File: src/rtl/wb_pkg.sv
// Shared types and widths for the Wishbone command initiator.
package wb_pkg;

    localparam int WB_ADDR_W = 32;
    localparam int WB_DATA_W = 32;

    typedef enum logic [1:0] {
        IDLE = 2'd0,
        BUS  = 2'd1,
        RSP  = 2'd2
    } wbm_state_t;

    typedef struct packed {
        logic                   we;
        logic [WB_ADDR_W-1:0]   adr;
        logic [WB_DATA_W-1:0]   dat;
        logic [WB_DATA_W/8-1:0] sel;
    } wb_cmd_t;

    typedef struct packed {
        logic [WB_DATA_W-1:0] dat;
        logic                 err;
    } wb_rsp_t;

endpackage

File: src/rtl/wb_timeout_cnt.sv
// Bus-cycle watchdog: counts cycles without ack and flags the last allowed one.
module wb_timeout_cnt #(
    parameter int TIMEOUT = 255
) (
    input  logic clk,
    input  logic rst,
    input  logic clear,
    input  logic enable,
    output logic expired
);

    localparam int CNT_W = $clog2(TIMEOUT + 1);
    localparam logic [CNT_W-1:0] LAST = CNT_W'(TIMEOUT - 1);
    localparam logic [CNT_W-1:0] CAP  = CNT_W'(TIMEOUT);

    logic [CNT_W-1:0] cnt_q;

    // Saturates at TIMEOUT so it never wraps back into the valid window.
    always_ff @(posedge clk or posedge rst) begin
        if (rst) begin
            cnt_q <= '0;
        end else if (clear) begin
            cnt_q <= '0;
        end else if (enable && (cnt_q != CAP)) begin
            cnt_q <= cnt_q + CNT_W'(1);
        end
    end

    assign expired = (cnt_q == LAST);

endmodule

File: src/rtl/wb_cmd_master.sv
// Wishbone classic initiator: one valid/ready command becomes one single read/write cycle.
module wb_cmd_master
    import wb_pkg::*;
#(
    parameter int ADDR_W  = WB_ADDR_W,
    parameter int DATA_W  = WB_DATA_W,
    parameter int TIMEOUT = 255
) (
    input  logic                wb_clk_i,
    input  logic                wb_rst_i,
    input  logic                cmd_valid_i,
    output logic                cmd_ready_o,
    input  logic                cmd_we_i,
    input  logic [ADDR_W-1:0]   cmd_adr_i,
    input  logic [DATA_W-1:0]   cmd_dat_i,
    input  logic [DATA_W/8-1:0] cmd_sel_i,
    output logic                rsp_valid_o,
    input  logic                rsp_ready_i,
    output logic [DATA_W-1:0]   rsp_dat_o,
    output logic                rsp_err_o,
    output logic                wbm_cyc_o,
    output logic                wbm_stb_o,
    output logic                wbm_we_o,
    output logic [ADDR_W-1:0]   wbm_adr_o,
    output logic [DATA_W-1:0]   wbm_dat_o,
    output logic [DATA_W/8-1:0] wbm_sel_o,
    input  logic [DATA_W-1:0]   wbm_dat_i,
    input  logic                wbm_ack_i
);

    wbm_state_t state_q, state_d;
    logic       accept;
    logic       bus_done;
    logic       expired;

    logic                we_q;
    logic [ADDR_W-1:0]   adr_q;
    logic [DATA_W-1:0]   dat_q;
    logic [DATA_W/8-1:0] sel_q;
    logic [DATA_W-1:0]   rsp_dat_q;
    logic                rsp_err_q;

    always_ff @(posedge wb_clk_i or posedge wb_rst_i) begin
        if (wb_rst_i) begin
            state_q <= IDLE;
        end else begin
            state_q <= state_d;
        end
    end

    // Ack is only looked at in BUS, so a late ack from a timed-out slave is harmless.
    always_comb begin
        state_d  = state_q;
        accept   = 1'b0;
        bus_done = 1'b0;
        case (state_q)
            IDLE: begin
                if (cmd_valid_i) begin
                    accept  = 1'b1;
                    state_d = BUS;
                end
            end
            BUS: begin
                if (wbm_ack_i || expired) begin
                    bus_done = 1'b1;
                    state_d  = RSP;
                end
            end
            RSP: begin
                if (rsp_ready_i) begin
                    state_d = IDLE;
                end
            end
            default: state_d = IDLE;
        endcase
    end

    wb_timeout_cnt #(
        .TIMEOUT (TIMEOUT)
    ) u_timeout (
        .clk     (wb_clk_i),
        .rst     (wb_rst_i),
        .clear   (accept),
        .enable  ((state_q == BUS) && !wbm_ack_i),
        .expired (expired)
    );

    // Bus-side fields keep their last value between cycles; cyc qualifies them.
    always_ff @(posedge wb_clk_i or posedge wb_rst_i) begin
        if (wb_rst_i) begin
            we_q  <= 1'b0;
            adr_q <= '0;
            dat_q <= '0;
            sel_q <= '0;
        end else if (accept) begin
            we_q  <= cmd_we_i;
            adr_q <= cmd_adr_i;
            dat_q <= cmd_dat_i;
            sel_q <= cmd_sel_i;
        end
    end

    always_ff @(posedge wb_clk_i or posedge wb_rst_i) begin
        if (wb_rst_i) begin
            rsp_dat_q <= '0;
            rsp_err_q <= 1'b0;
        end else if (bus_done) begin
            rsp_err_q <= !wbm_ack_i;
            rsp_dat_q <= (wbm_ack_i && !we_q) ? wbm_dat_i : '0;
        end
    end

    assign cmd_ready_o = (state_q == IDLE);
    assign wbm_cyc_o   = (state_q == BUS);
    assign wbm_stb_o   = (state_q == BUS);
    assign rsp_valid_o = (state_q == RSP);
    assign wbm_we_o    = we_q;
    assign wbm_adr_o   = adr_q;
    assign wbm_dat_o   = dat_q;
    assign wbm_sel_o   = sel_q;
    assign rsp_dat_o   = rsp_dat_q;
    assign rsp_err_o   = rsp_err_q;

endmodule

File: config.mk
export PLATFORM = sky130hd
export DESIGN_NAME = wb_cmd_master
export DESIGN_NICKNAME = d
export VERILOG_FILES = /design/src/rtl/wb_pkg.sv /design/src/rtl/wb_timeout_cnt.sv /design/src/rtl/wb_cmd_master.sv
export SDC_FILE = /design/constraint.sdc
export NUM_CORES = 1
export LEC_CHECK = 0
export CORE_MARGIN = 4
export CORE_UTILIZATION = 38
export CTS_CLUSTER_SIZE = 8
export DETAILED_ROUTE_END_ITERATION = 8
export GPL_TIMING_DRIVEN = 0
export HOLD_SLACK_MARGIN = 0.15
export PLACE_DENSITY_LB_ADDON = 0.25
export RECOVER_POWER = 50
export SLEW_MARGIN = 20
export SYNTH_ARGS = -nofsm -noshare
export SYNTH_HDL_FRONTEND = slang
export SYNTH_SLANG_ARGS = --single-unit
export TNS_END_PERCENT = 30
File: constraint.sdc
create_clock -name wb_clk_i -period 4.04 [get_ports wb_clk_i]
set_clock_uncertainty 0.15 [all_clocks]
set_input_delay 0.808 -clock wb_clk_i [delete_from_list [all_inputs] [get_ports wb_clk_i]]
set_output_delay 0.808 -clock wb_clk_i [all_outputs]
set_load 0.1 [all_outputs]
==> results of run 1 <==
-- synth_stat cells, drive strengths merged, types with 2 or more instances --
| master | n | area [sq um] |
|---|---|---|
| nand2b | 3 | 18.77 |
| and4 | 2 | 17.52 |
| buf | 16 | 107.6 |
| mux2 | 69 | 863.3 |
| clkbuf | 3 | 11.26 |
| nor3b | 2 | 20.02 |
| o21ai | 3 | 15.01 |
| a21oi | 4 | 20.02 |
| inv | 5 | 18.77 |
| and2 | 33 | 206.5 |
| and3 | 4 | 25.02 |
| nand3 | 4 | 20.02 |
| ha | 2 | 25.02 |
| mux2i | 6 | 60.06 |
| nand2 | 9 | 33.78 |
| a221o | 32 | 320.3 |
| dfrtp | 112 | 2803 |
-- worst min-delay path by stage --
stage / start / to / slack [ns] / cells past startpoint
after floorplan: u_timeout.cnt_q[4]$_DFFE_PP0P_ / u_timeout.cnt_q[4]$_DFFE_PP0P_ / 0.34 / 1
after global placement: wbm_adr_o[4]$_DFFE_PP0P_ / wbm_adr_o[4]$_DFFE_PP0P_ / 0.34 / 1
after detailed placement: wbm_adr_o[23]$_DFFE_PP0P_ / wbm_adr_o[23]$_DFFE_PP0P_ / 0.34 / 1
after CTS: wbm_adr_o[28]$_DFFE_PP0P_ / wbm_adr_o[28]$_DFFE_PP0P_ / 0.36 / 1
after global routing: wbm_dat_o[8]$_DFFE_PP0P_ / wbm_dat_o[8]$_DFFE_PP0P_ / 0.37 / 1
final: wbm_adr_o[5]$_DFFE_PP0P_ / wbm_adr_o[5]$_DFFE_PP0P_ / 0.36 / 1
-- flip-flops by register name (all words and copies together) (netlist names) --
signal,count
rsp_err_o,1
wbm_dat_o,32
state_q,2
rsp_dat_o,32
u_timeout.cnt_q,8
wbm_sel_o,4
wbm_adr_o,32
wbm_we_o,1
-- critical path: cells and delay by family (launching register included) --
family | cells | cell delay (ns)
buf+inv | 4 | 1.64
simple gates | 1 | 0.28
flops | 1 | 0.43
-- layout by cell type, fill, tap and decap left out, types with 2 or more instances in the layout --
master and count:
buf_6 2, clkbuf_8 2, a21oi_1 4, nand2_1 9
mux2i_1 6, dfrtp_1 112, mux2_4 23, nand3_1 4
inv_1 5, ha_1 2, clkbuf_16 9, clkbuf_1 12
a221o_1 32, and4_1 2, clkinv_4 2, buf_2 4
o21ai_0 3, and3_1 4, nand2b_1 3, and2_1 33
dlygate4sd3_1 3, mux2_2 46, nor3b_1 2, clkdlybuf4s50_1 208
-- cell type report --
| type | count | area (sq um) |
|---|---|---|
| clock buffers | 11 | 252.7 |
| plain buffers | 19 | 95.09 |
| fillers | 995 | 4756 |
| well taps | 147 | 183.9 |
| inverters | 5 | 18.77 |
| clock inverters | 4 | 30.03 |
| multi-input cells | 185 | 1733 |
| repair buffers | 212 | 2140 |
| flip-flops and latches | 112 | 2803 |
-- routing by layer --
metal  vias to the layer above  track usage [%]
met4                         0            5.214
met5                         -                0
li1                       1614                -
met1                      1685            21.79
met3                        14            7.645
met2                       183            27.39
-- cell families (layout without fill, tap and decap cells) --
kind of cell,after synthesis,count (layout),share of synthesized area (%)
adders and majority gates,2,2,0.5348
buffers and inverters,24,251,2.942
AOI/OAI and AO/OA,44,44,8.452
and+or+nand+nor,64,64,8.425
DFF,112,112,59.91
muxes,75,75,19.74
-- per-stage QoR --
| stage | cells | setup TNS [ns] | setup WS [ns] |
|---|---|---|---|
| floorplan | 321 | 0 | 0.1230 |
| global placement | 679 | -159.87 | -1.434 |
| detailed placement | 680 | 0 | 0.7488 |
| CTS | 695 | 0 | 0.3609 |
| global route | 695 | 0 | 0.2633 |
| finish | 695 | 0 | 0.3958 |
==> flow_metrics.tcl, run 1 <==
set metrics [dict create \
    status "complete, but fails checks" \
    violations "capacitance limit, slew limit" \
    grt_pass1_wl_mm 19.70 \
    yosysSeqAreaShare_pct 59.91 \
    syn_area_sq_mm 0.004678 \
    cts_tree "yes" \
    synth-edff-count 0 \
    yosys_most_used_dff "dfrtp_1" \
    postPlaceCellArea_sq_mm 0.007007 \
    path_clk_slew_ns 0.07 \
    post-route-period-util_pct 90.20 \
    period_minus_slack_ns 3.644 \
    drt-total-wl_mm 12.39 \
    fmax_ghz 0.2744 \
    slowest_stage "clkdlybuf4s50_1" \
    dr_wl_met2_mm 5.507 \
    n_antenna_cell 0 \
    r2r_end "wbm_sel_o[1]$_DFFE_PP0P_" \
    design.core.area_sq_mm 0.01201 \
    wl_met3_mm 1.305 \
    cp-end-kind "output port" \
    hold_slack_ns 0.3566 \
    wl_per_cell_um 17.82 \
    cts_buffers 9 \
    path_class "reg2out" \
    cts_resized 0 \
    synth_cell_types 33 \
    syn_to_final_growth_pct 55.09 \
    gp_congestion 0.7898 \
    cp-startpoint "state_q[1]$_DFFE_PP0P_" \
    cts_setup_buffers 0 \
    grt_usage_pct 17.43 \
    drt-initial-drc-count 175 \
    htreeDepth 3 \
    critPathArrivalTime_ns 2.69 \
    dr.pass1.iters 4 \
    yosysWarnings 0 \
    fin_nets 652 \
    hpwlAfterDp_mm 9.367 \
    clock_latency_ns 0.34 \
    reg2reg_from "state_q[1]$_DFFE_PP0P_" \
    hold_violations 0 \
    grt_max_degree 61 \
    cp-start-kind "flop" \
    synth-seq-cells 112 \
    slew_headroom_pct -39.10 \
    crit_required_ns 3.08 \
    route.detailed.drc 0 \
    wl_met1_mm 5.377 \
    crit_path_cell_trace "nand2b_1, clkbuf_1, inv_1, buf_4, clkdlybuf4s50_1" \
    avgSynthCellArea_sq_um 14.57 \
    ant_nets 0 \
    cp_slowest_stage_delay_ns 1.12 \
    grt_pass1_vias 3729 \
    cts_buffer_depth 2 \
    avgViaCountPerCell 5.030 \
    hold_path_class "reg2reg" \
    cts.sinks 112 \
    finalMaxSlewViolations 53 \
    final_core_util_pct 60.41 \
    dr_total_vias 3496 \
    die_x_um 119.0 \
    fin_area_sq_mm 0.007256 \
    synth_fp_nets 429 \
    reg2reg_slack_ns 1.64 \
    cts_hold_buf 0 \
    crit_fanout 10 \
    start_util_pct 38.95 \
    netlist_instances 321 \
    antenna_found_initial 0 \
    cts-root-buf "clkbuf_16" \
    die_area_sq_mm 0.01415 \
    cap_violations 1 \
    setup_viol 0 \
    async_reset_ff_share_pct 100.0 \
    highest_layer "met4" \
    port_buffers 211 \
    r2r_cells 5 \
    drive_gt1_share_pct 16.97 \
    tightest_slew_ns 2.084 \
    fp-row-count 40 \
    worstSetupEndpoint "wbm_stb_o" \
    num_io_pins 212 \
    rsz0062_at_grt "false" \
    overflow 0 \
    fp.dieH_um 119.0 \
]
Power of run 1 is left out: the tool's default activity adds up to more than one toggle a clock period on the data nets, which glitch-free logic cannot reach.
==> run 2: changes to the inputs <==
- CTS_CLUSTER_SIZE: 8 -> unset
==> results of run 2 <==
No change in the layout: final DEF, timing and power equal those of run 1.
Power of run 2 is left out for the same reason.
